### src/rtl/piso16_tx.sv
// Parallel-in / serial-out transmitter with a one-word holding buffer so that
// back-to-back words stream without gaps. All outputs come straight from flops.
module piso16_tx #(
  parameter int WIDTH     = 16,
  parameter bit MSB_FIRST = 1'b1
) (
  input  logic             clk,
  input  logic             rst_n,
  input  logic [WIDTH-1:0] din,
  input  logic             ld,
  output logic             ready,
  output logic             sout,
  output logic             sval,
  output logic             sfirst,
  output logic             slast
);

  localparam int CW = (WIDTH > 1) ? $clog2(WIDTH) : 1;
  localparam logic [CW-1:0] LAST_CNT = CW'(WIDTH - 1);

  typedef enum logic {
    IDLE  = 1'b0,
    SHIFT = 1'b1
  } state_t;

  state_t           r_state;
  logic [WIDTH-1:0] r_shift;
  logic [WIDTH-1:0] r_hold;
  logic             r_full;
  logic             r_ready;
  logic [CW-1:0]    r_cnt;
  logic             r_sfirst;
  logic             r_slast;

  logic             w_free;
  logic             w_accept;
  logic [WIDTH-1:0] w_shifted;
  logic [CW-1:0]    w_cnt_inc;

  assign w_free    = (r_state == IDLE) || r_slast;
  assign w_accept  = ld && r_ready;
  assign w_cnt_inc = r_cnt + 1'b1;

  // The output end of the shifter is fixed by the bit order; zeros fill in
  // behind, so the shifter is empty once a word has fully left.
  generate
    if (MSB_FIRST) begin : g_msb
      assign w_shifted = {r_shift[WIDTH-2:0], 1'b0};
    end else begin : g_lsb
      assign w_shifted = {1'b0, r_shift[WIDTH-1:1]};
    end
  endgenerate

  always_ff @(posedge clk) begin
    if (!rst_n) begin
      r_state  <= IDLE;
      r_shift  <= '0;
      r_hold   <= '0;
      r_full   <= 1'b0;
      r_ready  <= 1'b1;
      r_cnt    <= '0;
      r_sfirst <= 1'b0;
      r_slast  <= 1'b0;
    end else if (w_free) begin
      // ready is low while a word is held, so r_full and w_accept never coincide.
      if (r_full || w_accept) begin
        r_shift  <= r_full ? r_hold : din;
        r_full   <= 1'b0;
        r_ready  <= 1'b1;
        r_state  <= SHIFT;
        r_cnt    <= '0;
        r_sfirst <= 1'b1;
        r_slast  <= 1'b0;
      end else begin
        r_state  <= IDLE;
        r_shift  <= '0;
        r_cnt    <= '0;
        r_sfirst <= 1'b0;
        r_slast  <= 1'b0;
      end
    end else begin
      r_shift  <= w_shifted;
      r_cnt    <= w_cnt_inc;
      r_sfirst <= 1'b0;
      r_slast  <= (w_cnt_inc == LAST_CNT);
      if (w_accept) begin
        r_hold  <= din;
        r_full  <= 1'b1;
        r_ready <= 1'b0;
      end
    end
  end

  assign ready  = r_ready;
  assign sout   = MSB_FIRST ? r_shift[WIDTH-1] : r_shift[0];
  assign sval   = (r_state == SHIFT);
  assign sfirst = r_sfirst;
  assign slast  = r_slast;

endmodule

### config.mk
export PLATFORM = sky130hd
export DESIGN_NAME = piso16_tx
export DESIGN_NICKNAME = d
export VERILOG_FILES = /design/src/rtl/piso16_tx.sv
export SDC_FILE = /design/constraint.sdc
export NUM_CORES = 1
export LEC_CHECK = 0
export ABC_AREA = 1
export CAP_MARGIN = 10
export CORE_ASPECT_RATIO = 0.5
export CORE_UTILIZATION = 50
export CTS_BUF_LIST = sky130_fd_sc_hd__clkbuf_8
export DETAILED_ROUTE_END_ITERATION = 8
export PLACE_DENSITY = 0.76
export SYNTH_ARGS = -nofsm -noshare
export SYNTH_HDL_FRONTEND = slang
export SYNTH_SLANG_ARGS = --single-unit
### constraint.sdc
create_clock -name clk -period 1.6 [get_ports clk]
set_clock_uncertainty 0.2 [all_clocks]
set_input_delay 0.32 -clock clk [delete_from_list [all_inputs] [get_ports clk]]
set_output_delay 0.32 -clock clk [all_outputs]
set_load 0.05 [all_outputs]
==> results of run 1 <==
-- worst min-delay path by stage --
| stage | startpoint | slack, ns | cells past startpoint | endpoint |
|---|---|---|---|---|
| after global placement | r_shift[3] | 0.21 | 2 | r_shift[4] |
| final | r_shift[10] | 0.24 | 2 | r_shift[11] |
| after CTS | r_shift[10] | 0.24 | 2 | r_shift[11] |
| after global routing | r_shift[14] | 0.26 | 2 | r_shift[15] |
| after floorplan | r_shift[13] | 0.21 | 2 | r_shift[14] |
| after detailed placement | r_shift[10] | 0.22 | 2 | r_shift[11] |
-- power breakdown --
part	switching (µW)	internal (µW)
Combinational	283	196
Sequential	47.0	1100
Clock	348	291
-- metrics by stage --
stage          std cells  power [µW]  hold WS (ns)
2_1_floorplan        265        1500         0.206
3_3_place_gp         332        1630         0.213
3_5_place_dp         332        1650         0.219
4_1_cts              340        2280         0.238
5_1_grt              340        2380         0.260
6_report             340        2270         0.236
-- layer usage --
layer / GRT usage [%] / vias up
met5: 0 / -
met4: 12.7 / 0
met3: 5.80 / 7
met2: 39.5 / 49
met1: 26.0 / 745
li1: - / 848
-- cell type report --
type                    count  area (µm²)
fillers                   321        1230
clock buffers               5        68.8
well taps                  51        63.8
repair buffers             28         343
inverters                  43         164
flip-flops and latches     41         821
clock inverters             3        11.3
multi-input cells         169         827
-- kinds of logic (layout without fill, tap and decap cells) --
kind of cell / after synthesis / after routing / synth area share, %
compound gates: 19 / 19 / 6.77
fa+ha+maj: 2 / 2 / 1.31
simple gates: 148 / 148 / 35.4
buf+inv: 55 / 79 / 13.4
flops: 41 / 41 / 43.1
-- critical path: cells and delay by family --
family | cells | cell delay (ns)
simple gates | 4 | 0.36
buf+inv | 2 | 0.78
-- synthesized netlist by cell type --
master	number
nor2_8	2
o21ai_0	7
o21ai_2	9
nand4_1	1
nand2_4	3
buf_2	4
nor2_1	38
inv_2	4
nor2_4	1
ha_1	2
buf_1	1
nand2_1	67
nand3_1	33
nand2_2	1
a21oi_1	3
nor2_2	1
buf_4	3
dfxtp_1	41
buf_6	4
inv_4	1
inv_1	38
nand3_2	1
-- registers in the layout, summed over array words and instances, names as in the netlist --
register and flops:
r_hold 16, slast 1, sval 1, sfirst 1
r_cnt 4, r_shift 16, r_full 1, ready 1
==> metrics list, run 1 <==
* Status: finished clean
- Critical Setup Path Class: primary input to flip-flop
* Arrival time worst endpoint: 1.46 ns
- Maximum resistive drop on vdd: 0.000398 V
* Largest net degree at the start of global routing: 33
- Cells fill between 60% and 70% of the core in the end.
- The H-tree generated during clock tree synthesis spans 2 levels.
* Per-cell routed wire length: 11.6 µm
* Highest routed metal layer: met4
- In the final routing, the length of wire on met1 measures between 1.5 and 2 mm.
* Grt ovf: 0
- Post-synthesis cell area: about 1900 µm²
- Measured against its own limit, the worst slew margin works out to 70.8%.
- Highest achievable clock rate: 683 MHz
* Reg2Reg Setup Slack: 0.16 ns
- Cell taking the most area after synthesis: dfxtp_1
- Worst r2r dst: r_hold[10]
* Height of the die: 45.6 µm
- Timing startpoint of the critical path: ld
- At the pin with the least slew margin, the transition time is 0.436 ns.
- Final Hold Vio Count: 0
- Data on the critical path is required at its endpoint by 1.60 ns.
- Number of buffers added by the clock tree synthesis step: 5
- In this run the critical register-to-register path is launched from sval.
- Startpoint kind of the worst setup timing path: primary input
- The Yosys step of the flow raised 0 warnings.
- Clock latency on the worst-skew pair: 0.29 ns
- The synthesized design devotes to its leading area cell type 43.1% of total area.
* Final setup margin: 0.135 ns
- In the final layout, the share of cells above drive strength 1 is approximately an eighth.
* Post-layout instance area: 2300 µm²
* Initial Utilization: 53.9%
- Met2 Routed Length: 1.95 mm
- TritonCTS built the clock tree.
- Detailed router's first-iteration violation count: 77
- Summed over all failing endpoints, the final setup total negative slack is 0 ns.
- Most common library cell in the layout ignoring fill and taps: nand2_1
* Area overhead of the layout relative to synthesis: 20.8%
* Site row count: 15
- Horizontal die dimension: 89.3 µm
* Vias in the first global route: approximately 1.5k
* Number of antenna violations at the first check in global routing: 0
- Global-route wire length before repair: 6.48 mm
- By area the synthesized netlist is led by dfxtp_1, nand2_1, nand3_1, inv_1, nor2_1.
* Power per standard cell area: between 900 and 1000 nW/µm²
* List of cells traversed by the critical path: clkdlybuf4s50_1 -> nand2_4 -> inv_2 -> nand3_1 -> nand2_1 -> nor2_1
* DR vias/cell: 4.85
- DRC: 0
* Overall track demand over capacity in global routing: 22.6%
- Unrepaired setup endpoints after global routing: false
- 24 I/O pins were placed.
- Synth Instances: between 200 and 300
- Setup violations remaining at the end of the flow were counted as 0.
* Die footprint: just over 4000 µm²
* Iteration count of the initial detailed-routing pass: 4
- In the layout the commonest cells are nand2_1, inv_1, dfxtp_1.
- Synthesis inferred between 40 and 50 register bits.
- Worst-case clock buffer depth: 2
* Worst Path Max Fanout: 16
* Clock input transition at the sequential cells of the worst setup and hold paths: around 0.070 ns
- For this run, the post-layout net count is 309.
- Instance area after placement: 2220 µm²
- Clock tree synthesis found a total of 41 sinks.
- Setup WS pre-CTS: -0.157 ns
- The root buffer cell chosen for the clock tree is clkbuf_8.
* Detailed-route via count: 1649
- In this run the tool buffered the top-level ports with 23 buffer cells.
- Diodes inserted: 0
* # Post-CTS Setup Buffers: 0
- The slowest stage of the critical path belongs to the cell clkdlybuf4s50_1.
* Static leakage: roughly 0.0010 µW
- After synthesis, the netlist uses 22 different library cells.
- Per-instance average area after synthesis: approximately 7.2 µm²
- The largest single stage delay on the critical path is between 0.5 and 0.6 ns.
- Number of maximum-capacitance violations: 0
* Core area: 3530 µm²
- Total met3 wirelength after detailed routing: 301 µm
- Routed wire length: 3.96 mm
- GP Congestion: around 0.8
- Min-Delay Path Class: flip-flop to flip-flop
* Final-report max-slew violation count: 0
- Tmin final: 1.47 ns
* Detailed-placement wirelength estimate: about 2.7 mm
- # resized after CTS: 0
- The number of nets in the synthesized netlist is roughly 290.
- Measured in cells, the most critical reg-to-reg path has a length of 5.
* Antenna viol nets, final: 0
- After clock tree synthesis, the flow added hold-fix buffers numbering 0.
- Worst Setup EP: r_hold[10]
* Share of the clock period used by the worst path after layout: 91.6%
- Sequential cells were found to cover 43.1% of the synthesized design area.
- Category of the worst setup path capture point: flip-flop
Note: power is estimated with default switching activity, not from simulation.
==> run 2, diff against run 1 <==
- ABC_CLOCK_PERIOD_IN_PS: unset -> 1600
==> results of run 2 <==
The final DEF is identical to that of run 1; final timing and power are the same.
